--- src/rtl/transport_pkg.sv ---
// Shared transport definitions: header/trailer bytes, word command tags and the
// parser state encoding used by both the send and receive transport stages.
package transport_pkg;

  localparam logic [7:0] HDR_CTRL  = 8'h40;
  localparam logic [7:0] HDR_AUDIO = 8'h80;
  localparam logic [7:0] TRAILER   = 8'hFF;

  localparam logic [1:0] CMD_IDLE  = 2'b00;
  localparam logic [1:0] CMD_CTRL  = 2'b01;
  localparam logic [1:0] CMD_AUDIO = 2'b10;

  localparam int WORD_W = 18;

  typedef enum logic [2:0] {
    S_IDLE,
    S_CTRL_HI,
    S_CTRL_LO,
    S_PAD,
    S_AUD_HI,
    S_AUD_LO,
    S_TRAILER,
    S_DROP
  } xportState_t;

  function automatic logic [WORD_W-1:0] packWord(input logic [1:0] cmd,
                                                 input logic [7:0] hi,
                                                 input logic [7:0] lo);
    return {cmd, hi, lo};
  endfunction

endpackage

--- src/rtl/transport_receive_if.sv ---
// Byte-in / word-out stream bundle of the receive transport stage.
// master is the receive stage (consumes bytes, produces words); slave is its environment.
interface transport_receive_if;
  logic [7:0]  packetIn;
  logic        packetValid;
  logic [1:0]  cmdOut;
  logic [15:0] dataOut;
  logic        dataValid;
  logic        dataReady;

  modport master (input packetIn, input packetValid, input dataReady,
                  output cmdOut, output dataOut, output dataValid);
  modport slave  (output packetIn, output packetValid, output dataReady,
                  input cmdOut, input dataOut, input dataValid);
endinterface

--- src/rtl/rx_word_fifo.sv ---
// Synchronous first-word-fall-through FIFO for tagged 18-bit words.
// A write into a full FIFO is accepted only when a read happens in the same cycle.
module rx_word_fifo #(
  parameter int DEPTH = 32,
  parameter int WIDTH = 18
) (
  input  logic                     clk,
  input  logic                     reset,
  input  logic                     wrEn,
  input  logic [WIDTH-1:0]         wrData,
  input  logic                     rdEn,
  output logic [WIDTH-1:0]         rdData,
  output logic                     empty,
  output logic [$clog2(DEPTH):0]   count
);
  localparam int AW = $clog2(DEPTH);

  logic [WIDTH-1:0] mem [DEPTH];
  logic [AW-1:0]    wrPtr;
  logic [AW-1:0]    rdPtr;
  logic             full;
  logic             doRead;
  logic             doWrite;

  assign full    = (count == (AW+1)'(DEPTH));
  assign empty   = (count == '0);
  assign doRead  = rdEn && !empty;
  assign doWrite = wrEn && (!full || doRead);
  assign rdData  = mem[rdPtr];

  always_ff @(posedge clk) begin
    if (doWrite) mem[wrPtr] <= wrData;
  end

  always_ff @(posedge clk) begin
    if (reset) begin
      wrPtr <= '0;
      rdPtr <= '0;
      count <= '0;
    end else begin
      if (doWrite) wrPtr <= wrPtr + 1'b1;
      if (doRead)  rdPtr <= rdPtr + 1'b1;
      case ({doWrite, doRead})
        2'b10:   count <= count + 1'b1;
        2'b01:   count <= count - 1'b1;
        default: count <= count;
      endcase
    end
  end

endmodule

--- src/rtl/transport_receive.sv ---
// Receive transport stage: parses fixed-length control/audio packets into tagged words.
// Optional packet statistics outputs are enabled by defining TRANSPORT_RECEIVE_STATS_EN.
module transport_receive
  import transport_pkg::*;
#(
  parameter int packetSize  = 16,
  parameter int FIFO_DEPTH  = 32,
  parameter int GAP_TIMEOUT = 4
) (
  input  logic                 clk,
  input  logic                 reset,
  transport_receive_if.master  bus,
  output logic                 busy,
  output logic                 pktErr,
  output logic                 overflow
`ifdef TRANSPORT_RECEIVE_STATS_EN
  ,
  output logic [15:0]          goodPkts,
  output logic [15:0]          errPkts
`endif
);
  localparam int CNT_W = $clog2(packetSize);
  localparam int GAP_W = $clog2(GAP_TIMEOUT + 1);
  localparam logic [CNT_W-1:0] LAST_IDX        = CNT_W'(packetSize - 1);
  localparam logic [CNT_W-1:0] LAST_SAMPLE_IDX = CNT_W'(packetSize - 2);
  localparam logic [GAP_W-1:0] GAP_LIMIT       = GAP_W'(GAP_TIMEOUT - 1);

  xportState_t           state, stateNext;
  logic [CNT_W-1:0]      byteCnt, byteCntNext;
  logic [GAP_W-1:0]      gapCnt, gapCntNext;
  logic                  lastByte;
  logic                  errNext;
  logic                  pushNext;
  logic [1:0]            pushCmd;
  logic                  loadHi;

  logic [7:0]            hiByte_p0;
  logic                  pushVld_p1;
  logic [WORD_W-1:0]     pushWord_p1;

  logic [WORD_W-1:0]     fifoHead;
  logic                  fifoEmpty;
  logic [$clog2(FIFO_DEPTH):0] fifoCount;
  logic                  pop;

  assign lastByte = (byteCnt == LAST_IDX);

  always_ff @(posedge clk) begin
    if (reset) begin
      state   <= S_IDLE;
      byteCnt <= '0;
      gapCnt  <= '0;
    end else begin
      state   <= stateNext;
      byteCnt <= byteCntNext;
      gapCnt  <= gapCntNext;
    end
  end

  always_comb begin
    stateNext   = state;
    byteCntNext = byteCnt;
    gapCntNext  = '0;
    errNext     = 1'b0;
    pushNext    = 1'b0;
    pushCmd     = CMD_IDLE;
    loadHi      = 1'b0;
    if (bus.packetValid) begin
      byteCntNext = lastByte ? '0 : byteCnt + 1'b1;
      case (state)
        S_IDLE: begin
          if (bus.packetIn == HDR_CTRL)       stateNext = S_CTRL_HI;
          else if (bus.packetIn == HDR_AUDIO) stateNext = S_AUD_HI;
          else begin
            stateNext = S_DROP;
            errNext   = 1'b1;
          end
        end
        S_CTRL_HI: begin
          loadHi    = 1'b1;
          stateNext = S_CTRL_LO;
        end
        S_CTRL_LO: begin
          pushNext  = 1'b1;
          pushCmd   = CMD_CTRL;
          stateNext = S_PAD;
        end
        S_AUD_HI: begin
          loadHi    = 1'b1;
          stateNext = S_AUD_LO;
        end
        S_AUD_LO: begin
          pushNext  = 1'b1;
          pushCmd   = CMD_AUDIO;
          stateNext = (byteCnt == LAST_SAMPLE_IDX) ? S_TRAILER : S_AUD_HI;
        end
        S_TRAILER: begin
          stateNext = S_IDLE;
          errNext   = (bus.packetIn != TRAILER);
        end
        default: begin
          // PAD and DROP both just run out the packet
          if (lastByte) stateNext = S_IDLE;
        end
      endcase
    end else if (state != S_IDLE) begin
      if (gapCnt == GAP_LIMIT) begin
        stateNext   = S_IDLE;
        byteCntNext = '0;
        errNext     = 1'b1;
      end else begin
        gapCntNext  = gapCnt + 1'b1;
      end
    end
  end

  // ---- stage p0: high byte capture ----
  always_ff @(posedge clk) begin
    if (loadHi) hiByte_p0 <= bus.packetIn;
  end

  // ---- stage p1: assembled word presented to the FIFO ----
  always_ff @(posedge clk) begin
    pushWord_p1 <= packWord(pushCmd, hiByte_p0, bus.packetIn);
  end

  always_ff @(posedge clk) begin
    if (reset) begin
      pushVld_p1 <= 1'b0;
      pktErr     <= 1'b0;
      overflow   <= 1'b0;
    end else begin
      pushVld_p1 <= pushNext;
      pktErr     <= errNext;
      if (pushVld_p1 && fifoCount == ($clog2(FIFO_DEPTH)+1)'(FIFO_DEPTH) && !pop)
        overflow <= 1'b1;
    end
  end

  rx_word_fifo #(.DEPTH(FIFO_DEPTH), .WIDTH(WORD_W)) u_fifo (
    .clk    (clk),
    .reset  (reset),
    .wrEn   (pushVld_p1),
    .wrData (pushWord_p1),
    .rdEn   (bus.dataReady),
    .rdData (fifoHead),
    .empty  (fifoEmpty),
    .count  (fifoCount)
  );

  assign pop           = bus.dataReady && !fifoEmpty;
  assign bus.dataValid = !fifoEmpty;
  assign bus.cmdOut    = fifoEmpty ? CMD_IDLE : fifoHead[17:16];
  assign bus.dataOut   = fifoEmpty ? 16'h0000 : fifoHead[15:0];
  assign busy          = (state != S_IDLE);

`ifdef TRANSPORT_RECEIVE_STATS_EN
  logic goodNext;

  function automatic logic [15:0] satInc(input logic [15:0] v);
    return (v == 16'hFFFF) ? v : v + 16'd1;
  endfunction

  assign goodNext = bus.packetValid &&
                    ((state == S_PAD && lastByte) ||
                     (state == S_TRAILER && bus.packetIn == TRAILER));

  always_ff @(posedge clk) begin
    if (reset) begin
      goodPkts <= '0;
      errPkts  <= '0;
    end else begin
      if (goodNext) goodPkts <= satInc(goodPkts);
      if (errNext)  errPkts  <= satInc(errPkts);
    end
  end
`endif

endmodule
--- src/flat_wrapper.sv ---
// flat-port wrapper written by rule: the top's interface ports become plain ports
module transport_receive_flat import transport_pkg::*;
#(
  parameter int packetSize  = 16,
  parameter int FIFO_DEPTH  = 32,
  parameter int GAP_TIMEOUT = 4
)
  (clk, reset, busy, pktErr, overflow, bus_packetIn, bus_packetValid, bus_dataReady, bus_cmdOut, bus_dataOut, bus_dataValid);
  transport_receive_if bus_i ();
  input  logic clk;
  input  logic reset;
  output logic busy;
  output logic pktErr;
  output logic overflow;
  input wire logic [$bits(bus_i.packetIn)-1:0] bus_packetIn;
  input wire logic [$bits(bus_i.packetValid)-1:0] bus_packetValid;
  input wire logic [$bits(bus_i.dataReady)-1:0] bus_dataReady;
  output wire logic [$bits(bus_i.cmdOut)-1:0] bus_cmdOut;
  output wire logic [$bits(bus_i.dataOut)-1:0] bus_dataOut;
  output wire logic [$bits(bus_i.dataValid)-1:0] bus_dataValid;
  assign bus_i.packetIn = bus_packetIn;
  assign bus_i.packetValid = bus_packetValid;
  assign bus_i.dataReady = bus_dataReady;
  assign bus_cmdOut = bus_i.cmdOut;
  assign bus_dataOut = bus_i.dataOut;
  assign bus_dataValid = bus_i.dataValid;
  transport_receive #(.packetSize(packetSize), .FIFO_DEPTH(FIFO_DEPTH), .GAP_TIMEOUT(GAP_TIMEOUT)) u_core (.clk(clk), .reset(reset), .bus(bus_i), .busy(busy), .pktErr(pktErr), .overflow(overflow));
endmodule
--- config.mk ---
export PLATFORM = sky130hd
export DESIGN_NAME = transport_receive_flat
export DESIGN_NICKNAME = d
export VERILOG_FILES = /design/src/rtl/transport_pkg.sv /design/src/rtl/transport_receive_if.sv /design/src/rtl/rx_word_fifo.sv /design/src/rtl/transport_receive.sv /design/src/flat_wrapper.sv
export SDC_FILE = /design/constraint.sdc
export NUM_CORES = 1
export LEC_CHECK = 0
export ABC_AREA = 0
export ABC_CLOCK_PERIOD_IN_PS = 4600
export BUFFER_PORTS_ARGS = -buffer_cell sky130_fd_sc_hd__buf_2
export CAP_MARGIN = 10
export CORE_ASPECT_RATIO = 0.8
export CORE_UTILIZATION = 40
export CTS_BUF_LIST = sky130_fd_sc_hd__clkbuf_4 sky130_fd_sc_hd__clkbuf_8
export DETAILED_ROUTE_END_ITERATION = 7
export GPL_ROUTABILITY_DRIVEN = 0
export GPL_TIMING_DRIVEN = 0
export HOLD_SLACK_MARGIN = 0.1
export PLACE_DENSITY = 0.53
export SETUP_SLACK_MARGIN = 0.2
export SYNTH_ARGS = -nofsm -noshare
export SYNTH_HDL_FRONTEND = slang
export SYNTH_SLANG_ARGS = --single-unit
--- constraint.sdc ---
create_clock -name clk -period 4.6 [get_ports clk]
set_input_delay 0.92 -clock clk [delete_from_list [all_inputs] [get_ports clk]]
set_output_delay 0.92 -clock clk [all_outputs]
set_load 0.03 [all_outputs]
* Word level (Yosys, flattened, before mapping)
Memories as Yosys holds them, arrays and structs flattened. A register that Yosys moved wholly into a read port is not among the register bits.
Cells that the tools add are included.
** Word-level totals
- Input port bits :: 12
- Memories :: 1
- Output and inout port bits :: 22
- Logic and storage cells :: 85
- Bits in writable memories :: 576
- Register bits :: 55
** Memory list
- u_core.u_fifo.mem :: words 32, bits a word 18, rd ports 1, clocked after memory_dff 1, write ports 1, RTL line rx_word_fifo.sv:18 : logic [WIDTH-1:0] mem [DEPTH];
** Operators by class
- Bitwise operators :: 2
- Muxes and demuxes :: 29
- Reduce and logical (&&, ||, !) cells :: 20
- Eq/ne operators :: 15
- Add/subtract/negate cells :: 6
** Operators by type and width (number)
- $pmux W3 S6 :: 1
- $mux W16 :: 1
- $mux W4 :: 4
- $mux W3 :: 5
- $pmux W6 S2 :: 1
- $add A5 B1 Y5 const B :: 2
- $mux W1 :: 10
- $mux W5 :: 2
- $eq A3 B3 Y1 const B :: 3
- $eq A4 B4 Y1 const B :: 2
- $eq A8 B7 Y1 const B :: 1
- $eq A8 B8 Y1 const B :: 1
- $ne A8 B1 Y1 const B :: 1
- $ne A8 B8 Y1 const B :: 1
- $add A6 B1 Y6 const B :: 1
- $eq A3 B2 Y1 const B :: 2
- $eq A6 B6 Y1 const B :: 1
- $logic_not A6 Y1 :: 1
- $mux W2 :: 3
- $reduce_bool A2 Y1 :: 3
- $reduce_or A2 Y1 :: 3
- $sub A6 B1 Y6 const B :: 1
- $add A4 B1 Y4 const B :: 1
- $logic_and A1 B1 Y1 :: 4
- 14 further kinds :: 17

* Logic depth before layout (Yosys ltp)
- Word-level depth :: 7
- Depth in mapped cells :: 11
- Mapped depth without buffers :: 10

* By module
From an unflattened synthesis, not the netlist that was laid out.
** Unflattened totals
- Cells, all modules :: 1139
- Area, all modules :: 24628.6 um2
** By module, submodules not included
- rx_word_fifo :: times used 1, area each 23077.1 um2, sequential area each 17717.0 um2, cells an instance 988
- transport_receive :: times used 1, area each 1551.5 um2, sequential area each 860.8 um2, cells an instance 151

* Least setup slack after synthesis
Ideal clock, no wire load.
- Kind :: reg-to-output
- Start point :: register (tool-made name)
- End point :: output port bus_cmdOut[1]
- Setup slack :: 1.701 ns
- Stages on the path, launching flop included :: 8
- Data required time :: 3.680 ns
- Buffers on the path :: 3
- Arrival :: 1.979 ns
- Cell sequence :: dfxtp_1 buf_2 buf_2 buf_2 mux4_2 mux2_2 o221ai_1 a31oi_1
** RTL lines
- to (decl) :: RTL line flat_wrapper.sv:18 : output wire logic [$bits(bus_i.cmdOut)-1:0] bus_cmdOut;

==> results by group <==
Logic synthesis
  – Simple-Gate Fraction of Synth Area: 2.958%
  – Largest cells by area after synthesis: edfxtp_1, mux4_2, dfxtp_1
  – Yosys warns: 0
  – Netlist cell types: 58
  – Mean Syn Cell Area: 20.74 um^2
  – Compound-Gate Fraction of Synth Area: 2.789%
  – Post-Syn Nets: 1201
  – EDFF count, synth: 584
  – Post-Synthesis Cells: 1179
  – Xor/xnor share of the synthesized area: 0.3941%
  – Ys flop type: edfxtp_1
  – Cell Area, Synth: 24450 um^2
  – Post-synth top area share: 71.73%
  – Seq cells post-synth: 636
  – Mux contribution to synthesized area: 15.99%
  – Post-Synth Adder-Cell Area: 0.5118%
  – Area leader, netlist: edfxtp_1
  – Asr flop ratio synth: 0%
  – Largest family of logic cells by synthesized area: multiplexers
  – Sequential area share after synthesis: 75.99%

Layout
  – FILL cells: 4997
  – Share of cells above drive strength 1: 37.20%
  – Commonest non-fill, non-tap cells in the layout: edfxtp_1, mux4_2, clkbuf_8, mux2_2, buf_2
  – Layout area overhead: 17.18%
  – Final Cell Area: 28650 um^2
  – Final net count: 1379
  – Multi-input gate area: 5675 um^2
  – Most common cell after layout, fill and taps aside: edfxtp_1
  – Register area: 18580 um^2

Placed design
  – Placed cell areas: 26490 um^2
  – Port-buffer cells: 33
  – Post-DP HPWL: 40820 um

Power
  – Int Power: 9.760 mW
  – Net Sw Frac: 27.38%
  – Sw Pwr: 3.681 mW
  – Clock share of power: 34.8%
  – Comb power frac: 17.2%
  – Lkg Pwr: 9.026 nW
  – Flop pwr share: 48.1%
  – Power per Cell Area: 469.2 nW/um^2
  – VDD IR max: 0.0002325 V

Critical path
  – Worst EP required: 3680 ps
  – Crit path DAT: 3350 ps
  – Crit path largest cell delay: 540 ps
  – Crit Reg-Reg Startpoint: u_core.u_fifo.count[1]
  – Critical path capture point type: primary output
  – Critical Path Fanout Max: 10
  – Cells along the critical path: buf_2 > buf_2 > clkbuf_2 > mux2_2 > o221ai_1 > a31oi_1 > buf_2
  – Critical path class: reg -> out
  – CP most frequent cell: buf_2
  – Slowest-stage cell, CP: o221ai_1
  – Startpoint Class: register
  – Reg2Reg Capture Point: u_core.u_fifo.count[4]
  – Number of cells on the worst reg-to-reg path: 11
  – Worst R2R Setup Slack: 1770 ps

CTS
  – # Post-CTS Setup Buffers: 0
  – Hold buffer count at cts: 0
  – Worst-path clk slew: 60 ps
  – Post-CTS sizing: 28
  – Clock latency on the worst-skew pair: 690 ps
  – Root Buffer: clkbuf_8
  – Clk buf depth: 3
  – CTS Sinks: 636
  – CTS tree: built
  – H-Tree Depth: 3
  – TritonCTS buffer count: 98

Route
  – Drt drc: 0
  – DRT Pass-1 Iters: 5
  – WL/cell: 27.43 um
  – Post-Route WL: 60610 um
  – Starting DRT DRC Count: 980
  – Antenna violation net count after detailed routing: 0
  – Routed vias/inst: 5.507
  – DR vias: 12170

Global route
  – All-Layer GR Usage: 19.88%
  – Vias in the first global route: 12309
  – First-pass GRT wire length: 86710 um
  – GRT overflow: 0
  – Initial antenna violation count: 2
  – Largest net degree at the start of global routing: 33

STA
  – Relative max-transition margin: 15.73%
  – Final hold slack: 342.1 ps
  – RSZ-0062 raised after global routing: true
  – Final period utilization: 92.86%
  – Max frequency: 234.1 MHz
  – Final Max Tran Viols: 0
  – Final Hold Vio Count: 0
  – # setup viols final: 0
  – Worst-Margin Slew: 1262 ps
  – Setup TNS: 0 ps
  – Clock Skews: 35.86 ps
  – Min cycle time layout: 4271 ps

Floorplanning
  – Starting Density: 40.71%
  – Die H: 223.1 um
  – Die W: 278.4 um
  – Io pins: 34
  – Full die area: 62120 um^2
  – Core Area: 60060 um^2
  – Cell row count: 80

Min path
  – Worst hold path class: reg -> reg
  – Hold Path Sink: u_core.pushWord_p1[15]
  – Hold_sp: u_core.hiByte_p0[7]
  – Hold depth: 0

Outcome
  – Outcome: finished, final reports clean

Job
  – Max cap viols: 0
==> critical path: cells and delay by family, from the launching register on <==
kind | cells | cell delay, ps
buf+inv | 4 | 1320
compound gates | 2 | 630
mux | 1 | 410
flops | 1 | 310
==> power groups by stage <==
stage / Clock [mW] / Combinational, mW / Sequential, mW
after floorplan: 0 / 1.42 / 6.55
after global placement: 0 / 2.16 / 6.62
after detailed placement: 0 / 2.21 / 6.60
after CTS: 4.78 / 2.26 / 6.48
after global routing: 5.02 / 2.43 / 6.47
final: 4.67 / 2.31 / 6.46
==> synthesized netlist by cell type (10+ instances only) <==
cell type	count
a21oi_1	17
a22oi_1	15
a31oi_1	14
buf_2	30
clkbuf_1	28
dfxtp_1	52
edfxtp_1	584
ha_1	10
mux2_2	51
mux4_2	144
nand2_1	29
nor2_1	66
o221ai_1	20
==> state kept, by name, summed over array words and instances (netlist names), named ones only <==
register             flops
u_core.pushWord_p1      18
u_core.u_fifo.rdPtr      5
u_core.u_fifo.wrPtr      5
u_core.pktErr            1
u_core.gapCnt            3
u_core.byteCnt           4
u_core.state             3
u_core.u_fifo.count      6
u_core.overflow          1
u_core.pushVld_p1        1
u_core.hiByte_p0         8
u_core.u_fifo.mem      576
==> routing by layer <==
metal / vias to the layer above / part of all wire (%) / GRT usage, % / routed length, um
met4: 4 / 1.8 / 5.347 / 1069
met5: - / 0.22 / 0 / 132
met1: 6421 / 45 / 27.89 / 27020
li1: 5262 / - / - / -
met3: 79 / 7.2 / 5.728 / 4338
met2: 404 / 46 / 30.39 / 28050
==> area by class of cell <==
cell class,count,share of cell area [%]
inverter,8,0.1048
clock inverter,33,0.6551
sequential,636,64.86
multi-input combinational,467,19.81
timing repair buffer,79,3.791
buffer,67,1.275
tap,779,3.402
antenna,1,0.008735
clock buffer,140,6.093
==> worst max path at each step <==
stage,startpoint,cells past startpoint,to
CTS,register,8,bus_dataOut[3]
global route,register,7,bus_dataOut[14]
finish,register,7,bus_dataOut[11]
global placement,register,8,bus_dataOut[15]
detailed placement,register,8,bus_dataOut[15]
floorplan,register,7,bus_cmdOut[1]
==> per-stage QoR <==
stage	utilization, %	instances	total power [mW]	setup WS (ps)
after floorplan	-	1179	7.972	1701
after global placement	42.60	1991	8.780	408.2
after detailed placement	44.10	2031	8.813	391.3
after CTS	47.47	2204	13.52	136.1
after global routing	47.70	2209	13.91	152.3
final	47.70	2210	13.44	328.6
==> cell families (layout without fill, tap and decap cells) <==
logic type / Yosys count / in the layout
compound gates: 94 / 94
xor+xnor: 11 / 11
fa+ha+maj: 10 / 10
buf+inv: 76 / 327
flops: 636 / 636
mux: 202 / 202
other cells: 0 / 1
simple gates: 150 / 150
(Power assumes the default switching activity.)
